<file path="src/rtl/pipe_hazard_ctrl.sv">
// Stall/flush sequencer for the 5-stage RV32 pipeline: load-use bubbles,
// EX redirects, data-memory wait states and HALT drain, plus perf counters.
module pipe_hazard_ctrl #(
  parameter int unsigned REG_AW = 5,
  parameter int unsigned CNT_W  = 16
) (
  input  logic              clk,
  input  logic              rst_n,
  input  logic [REG_AW-1:0] id_rs1,
  input  logic [REG_AW-1:0] id_rs2,
  input  logic              id_uses_rs1,
  input  logic              id_uses_rs2,
  input  logic              id_halt,
  input  logic              ex_memread,
  input  logic [REG_AW-1:0] ex_rd,
  input  logic              ex_redirect,
  input  logic              mem_req,
  input  logic              mem_ready,
  input  logic              wb_halt,
  output logic              pc_we,
  output logic              ifid_we,
  output logic              ifid_clr,
  output logic              idex_we,
  output logic              idex_clr,
  output logic              exmem_we,
  output logic              memwb_bubble,
  output logic              halted,
  output logic [CNT_W-1:0]  stall_cnt,
  output logic [CNT_W-1:0]  flush_cnt
);

  typedef enum logic [1:0] {
    RUN,
    MEM_WAIT,
    DRAIN,
    HALTED
  } state_t;

  state_t state, state_nxt;
  logic   from_drain, from_drain_nxt;
  logic   memstall, loaduse, rs1_hit, rs2_hit;
  logic   freeze, run_eval, drain_eval;
  logic   stall_inc, flush_inc;

  assign memstall = mem_req & ~mem_ready;
  assign rs1_hit  = id_uses_rs1 & (id_rs1 == ex_rd);
  assign rs2_hit  = id_uses_rs2 & (id_rs2 == ex_rd);
  assign loaduse  = ex_memread & (ex_rd != '0) & (rs1_hit | rs2_hit);
  assign halted   = (state == HALTED);

  always_comb begin
    pc_we          = 1'b1;
    ifid_we        = 1'b1;
    ifid_clr       = 1'b0;
    idex_we        = 1'b1;
    idex_clr       = 1'b0;
    exmem_we       = 1'b1;
    memwb_bubble   = 1'b0;
    state_nxt      = state;
    from_drain_nxt = from_drain;
    flush_inc      = 1'b0;
    freeze         = 1'b0;
    run_eval       = 1'b0;
    drain_eval     = 1'b0;

    if (!rst_n) begin
      pc_we          = 1'b0;
      ifid_we        = 1'b0;
      idex_we        = 1'b0;
      exmem_we       = 1'b0;
      ifid_clr       = 1'b1;
      idex_clr       = 1'b1;
      memwb_bubble   = 1'b1;
      state_nxt      = RUN;
      from_drain_nxt = 1'b0;
    end else begin
      // Decide which rule set applies this cycle; a released MEM_WAIT
      // behaves exactly like the state it was entered from.
      case (state)
        RUN: begin
          if (memstall) freeze = 1'b1;
          else          run_eval = 1'b1;
        end
        MEM_WAIT: begin
          if (memstall)        freeze = 1'b1;
          else if (from_drain) drain_eval = 1'b1;
          else                 run_eval = 1'b1;
        end
        DRAIN: begin
          if (memstall) freeze = 1'b1;
          else          drain_eval = 1'b1;
        end
        HALTED: begin
          pc_we        = 1'b0;
          ifid_we      = 1'b0;
          idex_we      = 1'b0;
          exmem_we     = 1'b0;
          ifid_clr     = 1'b1;
          idex_clr     = 1'b1;
          memwb_bubble = 1'b1;
        end
        default: state_nxt = RUN;
      endcase

      if (freeze) begin
        pc_we          = 1'b0;
        ifid_we        = 1'b0;
        idex_we        = 1'b0;
        exmem_we       = 1'b0;
        memwb_bubble   = 1'b1;
        state_nxt      = MEM_WAIT;
        from_drain_nxt = (state == DRAIN) | ((state == MEM_WAIT) & from_drain);
      end

      if (drain_eval) begin
        pc_we     = 1'b0;
        ifid_clr  = 1'b1;
        state_nxt = DRAIN;
      end

      if (run_eval) begin
        state_nxt = RUN;
        if (ex_redirect) begin
          ifid_clr  = 1'b1;
          idex_clr  = 1'b1;
          flush_inc = 1'b1;
        end else if (loaduse) begin
          pc_we    = 1'b0;
          ifid_we  = 1'b0;
          idex_clr = 1'b1;
        end else if (id_halt) begin
          pc_we     = 1'b0;
          ifid_clr  = 1'b1;
          state_nxt = DRAIN;
        end
      end

      // wb_halt stops the core from RUN or DRAIN (and on a wait release),
      // but not while a wait state is still holding the pipeline frozen.
      if (wb_halt && (run_eval || drain_eval || (freeze && state != MEM_WAIT)))
        state_nxt = HALTED;
    end
  end

  assign stall_inc = rst_n & (state != HALTED) & ~pc_we;

  always_ff @(posedge clk) begin
    if (!rst_n) begin
      state      <= RUN;
      from_drain <= 1'b0;
      stall_cnt  <= '0;
      flush_cnt  <= '0;
    end else begin
      state      <= state_nxt;
      from_drain <= from_drain_nxt;
      if (stall_inc && stall_cnt != '1) stall_cnt <= stall_cnt + 1'b1;
      if (flush_inc && flush_cnt != '1) flush_cnt <= flush_cnt + 1'b1;
    end
  end

endmodule

</file>
<file path="config.mk">
export PLATFORM = sky130hd
export DESIGN_NAME = pipe_hazard_ctrl
export DESIGN_NICKNAME = d
export VERILOG_FILES = /design/src/rtl/pipe_hazard_ctrl.sv
export SDC_FILE = /design/constraint.sdc
export NUM_CORES = 1
export LEC_CHECK = 0
export BUFFER_PORTS_ARGS = -buffer_cell sky130_fd_sc_hd__buf_4
export CORE_MARGIN = 4
export CORE_UTILIZATION = 35
export CTS_BUF_LIST = sky130_fd_sc_hd__clkbuf_4
export CTS_CLUSTER_DIAMETER = 80
export DETAILED_ROUTE_END_ITERATION = 10
export MAX_ROUTING_LAYER = met4
export PLACE_DENSITY = 0.6
export REMOVE_ABC_BUFFERS = 1
export SLEW_MARGIN = 20
export SYNTH_ARGS = -nofsm -noshare
export SYNTH_HDL_FRONTEND = slang
export SYNTH_SLANG_ARGS = --single-unit
</file>
<file path="constraint.sdc">
create_clock -name clk -period 4.7 [get_ports clk]
set_input_delay 0.235 -clock clk [delete_from_list [all_inputs] [get_ports clk]]
set_output_delay 0.235 -clock clk [all_outputs]
set_load 0.03 [all_outputs]
</file>
==> results.sh <==
export IMPL_die_y_microns=86.5
export IMPL_synth_ff_type="dfxtp_1"
export IMPL_num_antenna_cells=0
export IMPL_synth_seq_cells=35
export IMPL_pin_count=65
export IMPL_cts_max_path_buffers=2
export IMPL_synth_compound_area_share_pct=16.8
export IMPL_worst_hold_path_type="in -> reg"
export IMPL_grt_pass1_wl_microns=8840
export IMPL_yosysWarningCount=0
export IMPL_synth_xor_area_share_pct=7.31
export IMPL_htreeDepth=2
export IMPL_final_common_cell="buf_4"
export IMPL_insertion_delay_ns=0.34
export IMPL_crit_buf_inv=3
export IMPL_core_area_sq_mm=0.00596
export IMPL_grt_usage_pct=15.0
export IMPL_path_class="reg -> out"
export IMPL_synth_area_sq_mm=0.00216
export IMPL_synth_simple_gate_area_share_pct=29.3
export IMPL_rsz0062_at_grt="no"
export IMPL_dieArea_sq_mm=0.00748
export IMPL_layout_common_cells="buf_4 (65), dfxtp_1 (35), nand2_1 (28), xnor2_1 (18), nor2_1 (17)"
export IMPL_min_period_ns=2.75
export IMPL_power_total_mw=0.622
export IMPL_slowest_stage="a21oi_4"
export IMPL_io_buffers=64
export IMPL_grt_overflow_total=0
export IMPL_worst_hold_slack_ns=0.230
export IMPL_clock_sinks=35
export IMPL_place_gp_congestion=0.894
export IMPL_skew_ns=0.0105
export IMPL_irDropWorstVdd_mv=0.108
export IMPL_fin_setup_tns_ns=0
export IMPL_met1_usage_pct=18.0
export IMPL_slew_violations=0
export IMPL_power_leakage_nw=1.02
export IMPL_synth_seq_area_share_pct=32.5
export IMPL_clkTransAtPathRegs_ns=0.12
export IMPL_vias_per_cell=5.21
export IMPL_ctsResizeCount=0
export IMPL_drv_cap=0
export IMPL_syn_inst=248
export IMPL_grt_pass1_vias=1952
export IMPL_nets=342
export IMPL_status="finished clean"
export IMPL_cts_root_buf="clkbuf_4"
export IMPL_die_x_microns=86.5
export IMPL_start_util_pct=36.2
export IMPL_synth_area_mux_share_pct=5.10
export IMPL_wire_per_inst_microns=13.3
export IMPL_drc=0
export IMPL_rows=28
export IMPL_syn2layout_area_growth_pct=27.0
export IMPL_antenna_found_initial=0
export IMPL_first_iter_violations=97
export IMPL_cp_common_cell="inv_1"
export IMPL_grt_busiest_layer="met2"
export IMPL_synthAdderAreaFrac_pct=4.06
export IMPL_placed_cell_area_sq_mm=0.00268
export IMPL_setup_viol=0
export IMPL_hold_viol_final=0
export IMPL_relSlewSlack_pct=54.2
export IMPL_stdcell_area_sq_mm=0.00274
export IMPL_end_kind="primary output"
export IMPL_path_delay_family="compound AO/OA/AOI/OAI gates"
export IMPL_use_met3_pct=3.61
export IMPL_post_cts_setup_buffer_count=0
export IMPL_ant_nets=0
export IMPL_p_per_area_mw_per_mm2=227
export IMPL_path_cells="inv_1, ha_1, inv_1, a211oi_2, a211o_1, a21oi_4, buf_4"
export IMPL_synth_top_family_by_area="simple AND/OR/NAND/NOR gates"
export IMPL_use_met2_pct=24.7
export IMPL_cp_start_kind="register"
export IMPL_dp_hpwl_microns=3870
export IMPL_drive_above_1_share_pct=30.9
export IMPL_max_freq_mhz=363
export IMPL_slowest_delay_ns=0.55
export IMPL_tritoncts="yes"
export IMPL_worstPathMaxFanout=25
export IMPL_worstMarginPinSlew_ns=0.686
export IMPL_synth_cell_type_count=50
export IMPL_grt_max_degree=26
export IMPL_period_share_pct=58.6
export IMPL_cts_buffers=5
export IMPL_cp_required_ns=4.47
export IMPL_synth_area_per_cell_sq_um=8.70
export IMPL_firstDrtPassIters=4
export IMPL_async_reset_ff_share_pct=0
export IMPL_final_fill_count=625
export IMPL_synth_edff_count=0
export IMPL_totalWireLength_microns=5140
export IMPL_hold_buffers=0
export IMPL_cp_arrival_ns=2.52
export IMPL_num_vias=2011
==> synthesized netlist by cell type, types with 4 or more instances <==
cell type	count	area, sq um
inv_1	10	37.5
or3_1	6	37.5
dfxtp_1	35	701
nor2_1	17	63.8
nor3_1	5	25.0
o31ai_1	6	45.0
xnor2_1	18	158
nand4_1	6	37.5
ha_1	7	87.6
o21ai_2	4	35.0
nand2b_1	8	50.1
a211oi_1	4	30.0
mux2i_1	11	110
nand3_1	12	60.1
nor4_2	5	62.6
nand2_1	28	105
or4_1	4	30.0
and4_1	4	35.0
a21oi_1	11	55.1
==> registers in the layout, summed over array words and instances, names as in the netlist <==
signal,cells
flush_cnt,16
stall_cnt,16
state,2
from_drain,1
==> final cells by class <==
class	count	area, sq um	share of cell area (%)
multi-input combinational	191	1350	49.4
sequential	35	701	25.6
timing repair buffer	65	488	17.8
tap	75	93.8	3.43
inverter	12	45.0	1.64
clock buffer	5	37.5	1.37
clock inverter	3	20.0	0.731
==> through the flow <==
stage / setup WS (ns) / std cells / util (%)
CTS: 1.92 / 386 / 46.0
global placement: 2.37 / 378 / 45.0
floorplan: 1.59 / 238 / -
finish: 1.95 / 386 / 46.0
global route: 1.76 / 386 / 46.0
detailed placement: 2.33 / 378 / 45.0
==> routing by layer <==
metal  vias to the layer above  wire (microns)  part of all wire (%)
li1                       1021               -                     -
met1                       933            2270                    44
met2                        49            2490                    49
met3                         8             292                   5.7
met4                         0              87                   1.7
met5                         -               0                     0
==> path summary, 6_finish.rpt <==
path         depth (start not counted)  slack, ns            end         start
max                                  7       1.95          pc_we      state[0]
min                                  3       0.23       state[1]       id_halt
max reg2reg                          8       2.39  stall_cnt[12]      state[0]
min reg2reg                          2       0.50   stall_cnt[5]  stall_cnt[5]
==> where the power goes <==
group | total, mW | internal (mW) | switching, mW
combinational | 0.144 | 0.0564 | 0.0874
clock | 0.170 | 0.0572 | 0.113
sequential | 0.308 | 0.302 | 0.00633
total | 0.622 | 0.416 | 0.207
==> kinds of logic (layout without fill, tap and decap cells) <==
kind of cell / count (synthesis) / after routing
flip-flops: 35 / 35
buffers and inverters: 22 / 85
XOR/XNOR: 18 / 18
adder cells (fa/ha/maj): 7 / 7
AO/OA/AOI/OAI: 45 / 45
AND/OR/NAND/NOR: 110 / 110
multiplexers: 11 / 11
==> worst register-to-register path, delay by kind of cell, from the launching register on <==
family	cells	cell delay, ns
AO/OA/AOI/OAI	4	1.21
adder cells (fa/ha/maj)	1	0.24
buffers and inverters	2	0.26
flip-flops	1	0.40
AND/OR/NAND/NOR	1	0.11
No activity file was read; power rests on OpenSTA's default activity.
